$ cat src/rtl/baccarat_dealer.sv
// -----------------------------------------------------------------------------
// baccarat_dealer
// Sequencing controller for one baccarat round. Issues one-hot card-load
// strobes to the player/banker hand registers (one card per step), applies
// the third-card rules using the scorer outputs, then declares the winner.
//
// Ports:
//   clk         rising-edge clock
//   reset       synchronous active-high reset, priority over step
//   step        advance request, one state per high cycle
//   pscore      player hand score 0..9 (combinational from scorer)
//   dscore      banker hand score 0..9 (combinational from scorer)
//   pcard3      player third-card raw rank 1..13
//   load_pcard  player card load enables, bit i loads card i+1 (Mealy)
//   load_dcard  banker card load enables, same encoding (Mealy)
//   player_win  pscore > dscore, or tie; valid while done
//   dealer_win  dscore > pscore, or tie; valid while done
//   done        round complete (state RESULT)
// -----------------------------------------------------------------------------
module baccarat_dealer (
    input  logic       clk,
    input  logic       reset,
    input  logic       step,
    input  logic [3:0] pscore,
    input  logic [3:0] dscore,
    input  logic [3:0] pcard3,
    output logic [2:0] load_pcard,
    output logic [2:0] load_dcard,
    output logic       player_win,
    output logic       dealer_win,
    output logic       done
);

    localparam int unsigned SCORE_W = 4;

    typedef enum logic [3:0] {
        DEAL_P1    = 4'd0,
        DEAL_D1    = 4'd1,
        DEAL_P2    = 4'd2,
        DEAL_D2    = 4'd3,
        CHECK      = 4'd4,
        DEAL_P3    = 4'd5,
        BANKER_DEC = 4'd6,
        DEAL_D3    = 4'd7,
        RESULT     = 4'd8
    } state_e;

    state_e             state_q;
    state_e             state_d;
    logic [SCORE_W-1:0] pcard3_val;
    logic               banker_draw;
    logic               natural;

    // Face cards and tens count as zero in baccarat.
    assign pcard3_val = (pcard3 > SCORE_W'(9)) ? SCORE_W'(0) : pcard3;

    assign natural = (pscore >= SCORE_W'(8)) || (dscore >= SCORE_W'(8));

    // Banker third-card table, indexed by banker score and player's third card.
    always_comb begin
        banker_draw = 1'b0;
        case (dscore)
            4'd0, 4'd1, 4'd2: banker_draw = 1'b1;
            4'd3:             banker_draw = (pcard3_val != SCORE_W'(8));
            4'd4:             banker_draw = (pcard3_val >= SCORE_W'(2)) && (pcard3_val <= SCORE_W'(7));
            4'd5:             banker_draw = (pcard3_val >= SCORE_W'(4)) && (pcard3_val <= SCORE_W'(7));
            4'd6:             banker_draw = (pcard3_val >= SCORE_W'(6)) && (pcard3_val <= SCORE_W'(7));
            default:          banker_draw = 1'b0;
        endcase
    end

    // State register.
    always_ff @(posedge clk) begin
        if (reset) begin
            state_q <= DEAL_P1;
        end else begin
            state_q <= state_d;
        end
    end

    // Next-state and outputs; strobes are suppressed during reset.
    always_comb begin
        state_d    = state_q;
        load_pcard = 3'b000;
        load_dcard = 3'b000;
        done       = 1'b0;
        player_win = 1'b0;
        dealer_win = 1'b0;

        case (state_q)
            DEAL_P1: if (step) begin
                load_pcard[0] = ~reset;
                state_d       = DEAL_D1;
            end
            DEAL_D1: if (step) begin
                load_dcard[0] = ~reset;
                state_d       = DEAL_P2;
            end
            DEAL_P2: if (step) begin
                load_pcard[1] = ~reset;
                state_d       = DEAL_D2;
            end
            DEAL_D2: if (step) begin
                load_dcard[1] = ~reset;
                state_d       = CHECK;
            end
            CHECK: if (step) begin
                if (natural) begin
                    state_d = RESULT;
                end else if (pscore <= SCORE_W'(5)) begin
                    state_d = DEAL_P3;
                end else if (dscore <= SCORE_W'(5)) begin
                    state_d = DEAL_D3;
                end else begin
                    state_d = RESULT;
                end
            end
            DEAL_P3: if (step) begin
                load_pcard[2] = ~reset;
                state_d       = BANKER_DEC;
            end
            BANKER_DEC: if (step) begin
                state_d = banker_draw ? DEAL_D3 : RESULT;
            end
            DEAL_D3: if (step) begin
                load_dcard[2] = ~reset;
                state_d       = RESULT;
            end
            RESULT: begin
                // Terminal; scores are stable since no further loads occur.
                done       = ~reset;
                player_win = ~reset & (pscore >= dscore);
                dealer_win = ~reset & (dscore >= pscore);
            end
            default: state_d = DEAL_P1;
        endcase
    end

endmodule

$ cat config.mk
export PLATFORM = sky130hd
export DESIGN_NAME = baccarat_dealer
export DESIGN_NICKNAME = d
export VERILOG_FILES = /design/src/rtl/baccarat_dealer.sv
export SDC_FILE = /design/constraint.sdc
export NUM_CORES = 1
export LEC_CHECK = 0
export CAP_MARGIN = 40
export CORE_MARGIN = 8
export CORE_UTILIZATION = 40
export DETAILED_ROUTE_END_ITERATION = 6
export PLACE_DENSITY = 0.77
export SETUP_SLACK_MARGIN = 0.2
export SKIP_LAST_GASP = 1
export SYNTH_ARGS = -nofsm -noshare
export SYNTH_HDL_FRONTEND = slang
export SYNTH_SLANG_ARGS = --single-unit
export TNS_END_PERCENT = 20
$ cat constraint.sdc
create_clock -name clk -period 3.75 [get_ports clk]
set_clock_uncertainty 0.2 [all_clocks]
set_input_delay 0.9375 -clock clk [delete_from_list [all_inputs] [get_ports clk]]
set_output_delay 0.9375 -clock clk [all_outputs]
set_load 0.05 [all_outputs]
==> After elaboration in Yosys (flattened, before gate mapping) <==
Index checks and enable logic that the tools add are counted.
{ "totals": {"output_inout_bits": 9, "elab_cells": 72, "in_bits": 15, "reg_bits": 4} }
{ "op_classes": {"order_cmp": 11, "n_mux": 25, "n_bitwise": 4, "n_eq_ne": 23, "reduce_logical": 8} }
{ "ops": {"columns": ["operator", "n"], "rows": [
  ["two-way mux 4 bit", 13],
  ["case mux 4 bit (9 select lines)", 1],
  ["== test 4 x 3 -> 1 bit, second input constant", 7],
  ["== test 4 x 2 -> 1 bit, second input constant", 4],
  ["inequality test 2 bit, second input constant", 8],
  ["<= comparator 4 x 3 -> 1 bit, second input constant", 3],
  ["two-way mux 1 bit", 10],
  ["AND reduction 9 bit", 1],
  ["== test 4 x 1 -> 1 bit, second input constant", 2],
  [">= comparator 4 x 3 -> 1 bit, second input constant", 2],
  [">= comparator 4 bit", 2],
  [">= comparator 4 bit, second input constant", 2],
  ["zero test 4 bit", 2],
  ["case mux 1 bit (5 select lines)", 1],
  ["== test 4 bit, second input constant", 1],
  [">= comparator 4 x 2 -> 1 bit, second input constant", 1],
  ["greater-than comparator 4 bit, second input constant", 1],
  ["inequality test 4 bit, second input constant", 1],
  ["logical AND 1 bit", 3],
  ["OR reduction 3 bit", 1],
  ["bitwise AND 1 bit", 2],
  ["NOT 1 bit", 2],
  ["logical OR 1 bit", 1]
]} }

==> Depth between registers and ports, before layout <==
{ "depth": {"word_depth": 8, "mapped_depth": 6, "mapped_depth_nobuf": 6} }

==> Worst setup path after synthesis <==
Ideal clock, no wire load.
{ "synth_timing": {"path_type": "input -> output", "start": "in pscore[1]", "end": "out player_win", "stages": 6, "arrival_time_ns": 2.868, "slack_ns": -0.256, "cell_sequence": "inv_1 -> ha_1 -> nor2b_1 -> o21a_1 -> o21a_1 -> o31ai_1"} }
{ "synth_via": {"elab_chain_len": 3} }
{ "synth_lines": {"columns": ["item", "line", "text"], "rows": [
  ["start: declaration", "24", "input logic [3:0] pscore,"],
  [">= comparator 4 bit", "132", "player_win = ~reset & (pscore >= dscore);"],
  ["bitwise AND 1 bit", "132", null],
  ["two-way mux 1 bit", "90", "case (state_q)"],
  ["end: declaration", "29", "output logic player_win,"]
]} }
No other way between the ends.

==> Worst setup path in the final report <==
{ "layout_timing": {"start": "in dscore[1]", "end": "out dealer_win"} }
{ "layout_via": {"elab_chain_len": 3} }
{ "layout_lines": {"columns": ["item", "line", "text"], "rows": [
  ["start: declaration", "25", "input logic [3:0] dscore,"],
  [">= comparator 4 bit", "133", "dealer_win = ~reset & (dscore >= pscore);"],
  ["bitwise AND 1 bit", "133", null],
  ["two-way mux 1 bit", "90", null],
  ["end: declaration", "30", "output logic dealer_win,"]
]} }
No other way between the ends.

==> results.sh <==
export IMPL_reg2reg_depth=4
export IMPL_via_count=659
export IMPL_path_cells="clkdlybuf4s15_2, ha_4, nor2b_2, o21a_1, o21a_1, o31a_1, buf_6"
export IMPL_grt_pass1_vias=631
export IMPL_synth_compound_area_share_pct=24.8
export IMPL_path_depth=7
export IMPL_clock_latency_ns=0.24
export IMPL_antenna_found_initial=0
export IMPL_max_freq_ghz=0.285
export IMPL_cp_arrival_ns=2.37
export IMPL_grt_setup_unrepaired="false"
export IMPL_endpoint_kind="output port"
export IMPL_final_cell_mix="8 x buf_12, 7 x inv_1, 6 x clkdlybuf4s50_1, 5 x nand2_1, 5 x dlygate4sd2_1"
export IMPL_preCtsSetupSlack_ns=-0.0805
export IMPL_slew_headroom_pct=72.9
export IMPL_vias_per_cell=5.99
export IMPL_synth_area_leaders="dfxtp_1 15%, ha_1 9.1%, bufbuf_16 5.9%"
export IMPL_mostFrequentLayoutCell="buf_12"
export IMPL_clk_transition_reported_paths_ns=0.04
export IMPL_finalSetupViolCount=0
export IMPL_routabilityCongestion=0.881
export IMPL_synthXorXnorAreaFrac_pct=0
export IMPL_ys_seq_elements=4
export IMPL_gr_total_overflow=0
export IMPL_critPathSlowestCell="o31a_1"
export IMPL_path_delay_family="compound AO/OA/AOI/OAI gates"
export IMPL_die_x_um=53.1
export IMPL_max_flop_register="state_q"
export IMPL_die_area_mm2=0.00282
export IMPL_portBuffers=23
export IMPL_synth_simple_area_share_pct=33.6
export IMPL_io_pins=24
export IMPL_root_buffer="clkbuf_4"
export IMPL_routed_wl_mm=1.65
export IMPL_fin_ws_ns=0.239
export IMPL_status="finished clean"
export IMPL_cts_made_buffers=3
export IMPL_maxCapViolCount=0
export IMPL_cts_buffer_depth=2
export IMPL_finalSetupTns_ns=0
export IMPL_fin_nets=116
export IMPL_synth_area_per_cell_um2=7.86
export IMPL_cts_sinks=4
export IMPL_layout_min_cycle_time_ns=3.51
export IMPL_synth_fp_nets=89
export IMPL_power_density_mw_per_mm2=190
export IMPL_fillers=113
export IMPL_slew_viol_final=0
export IMPL_syn_area_um2=551
export IMPL_startpoint_type="input pin"
export IMPL_drive_above_1_share_pct=30.5
export IMPL_largest_register_ffs=4
export IMPL_netlist_instances=70
export IMPL_htreeDepth=1
export IMPL_grt_start_max_net_pins=13
export IMPL_hpwl_mm=1.33
export IMPL_tightest_slew_ns=0.405
export IMPL_reg2reg_to="state_q[0]"
export IMPL_design_area_um2=893
export IMPL_crit_type="input pin to output port"
export IMPL_placed_area_um2=857
export IMPL_drc_errors=0
export IMPL_fp_dieH_um=53.1
export IMPL_yosys_warnings=0
export IMPL_dr_pass1_iters=4
export IMPL_grt_pass1_wl_mm=2.68
export IMPL_max_stage_delay_ns=0.29
export IMPL_routedWlPerCell_um=15.0
export IMPL_yosys_area_top_type="dfxtp_1"
export IMPL_muxShareOfSynthArea_pct=3.64
export IMPL_hp_class="flop to flop"
export IMPL_synth_edf_count=0
export IMPL_synth_fa_ha_area_share_pct=9.09
export IMPL_start_util_pct=42.3
export IMPL_worst_path_max_fanout=2
export IMPL_crit_buf_inv=2
export IMPL_synth_top_area_share_pct=14.5
export IMPL_core_area_mm2=0.00130
export IMPL_yosysSeqAreaShare_pct=14.5
export IMPL_track_usage_pct=12.2
export IMPL_synth_top_family_by_area="simple AND/OR/NAND/NOR gates"
export IMPL_period_share_pct=93.6
export IMPL_reg_top3="state_q (4)"
export IMPL_synth_ff_type="dfxtp_1"
export IMPL_row_count=13
export IMPL_drtIter0Drc=39
export IMPL_rrSetupSlack_ns=2.20
export IMPL_startpoint="dscore[1]"
export IMPL_worstSetupEndpoint="dealer_win"
export IMPL_hold_viol=0
export IMPL_worstReg2RegStart="state_q[2]"
export IMPL_synthDistinctLibCells=37
export IMPL_leakagePower_nw=0.391
export IMPL_synthArstFlopShare_pct=0
export IMPL_antennaDiodeCount=0
export IMPL_cpMostUsedCell="o21a_1"
export IMPL_ant_nets=0
export IMPL_required_ns=2.61
export IMPL_area_growth_pct=62.3
export IMPL_cts_tree="done"
export IMPL_vdd_ir_drop_max_uv=94.4
cell usage after synthesis, types with 2 or more instances:
cell / n
inv_1: 8
nand2_1: 5
nor2_1: 4
nand3_1: 2
nor3_1: 4
dfxtp_1: 4
mux2i_1: 2
a211oi_1: 2
o21a_1: 2
ha_1: 4
and3_1: 3
a21oi_1: 2
nand4_1: 2
or2_2: 2
nor2b_1: 2
routing by layer:
metal,track usage [%],vias to the layer above,routed length [um]
met1,14.7,301,670
met2,20.9,38,792
met3,1.40,8,138
met4,5.46,0,45
met5,0,-,0
li1,-,312,-
power breakdown:
part / leakage [nW] / internal, mW / switching, mW
Clock: 0.0138 / 0.0357 / 0.0170
Sequential: 0.0326 / 0.0448 / 0.00585
Combinational: 0.344 / 0.0344 / 0.0319
layout make-up:
cell class                 instances  area, um^2  share of cell area, %
sequential                         4        80.1                   8.96
timing repair buffer              25         319                   35.7
clock buffer                       3        22.5                   2.52
inverter                           8        30.0                   3.36
tap                               15        18.8                   2.10
multi-input combinational         55         423                   47.3
how the worst min path moves through the flow:
stage	slack (ns)	to	from	cells after the start
after floorplan	0.37	state_q[2]	state_q[3]	3
after global placement	0.42	state_q[2]	state_q[3]	3
after detailed placement	0.43	state_q[2]	state_q[3]	3
after CTS	0.45	state_q[3]	state_q[3]	2
after global routing	0.49	state_q[3]	state_q[3]	2
final	0.44	state_q[3]	state_q[3]	2
repair_timing:
item / in CTS / in global routing
hold buffers: 0 / 0
pin swaps: 5 / 1
hold endpoints to repair: 0 / 0
setup buffers: 0 / 0
resized for setup: 15 / 2
endpoints found under the setup margin: 2 / 1
tightest hold or removal path, stage by stage (launching register included):
cell and delay [ns]:
dfxtp_1 0.33, nand4_1 0.18, a2bb2oi_1 0.09
stage by stage:
step | util (%) | cells | power, mW | hold WS [ns]
final | 68.7 | 110 | 0.170 | 0.445
after global routing | 68.7 | 110 | 0.181 | 0.489
after CTS | 68.8 | 110 | 0.170 | 0.448
after detailed placement | 65.9 | 107 | 0.117 | 0.426
after global placement | 65.9 | 107 | 0.115 | 0.419
after floorplan | - | 70 | 0.0900 | 0.375
cells by family (layout without fill, tap and decap cells):
logic type               count (synthesis)  after routing
adder cells (fa/ha/maj)                  4              4
AO/OA/AOI/OAI                           18             18
multiplexers                             2              2
buffers and inverters                   11             36
AND/OR/NAND/NOR                         31             31
flip-flops                               4              4
(Power assumes the default switching activity.)
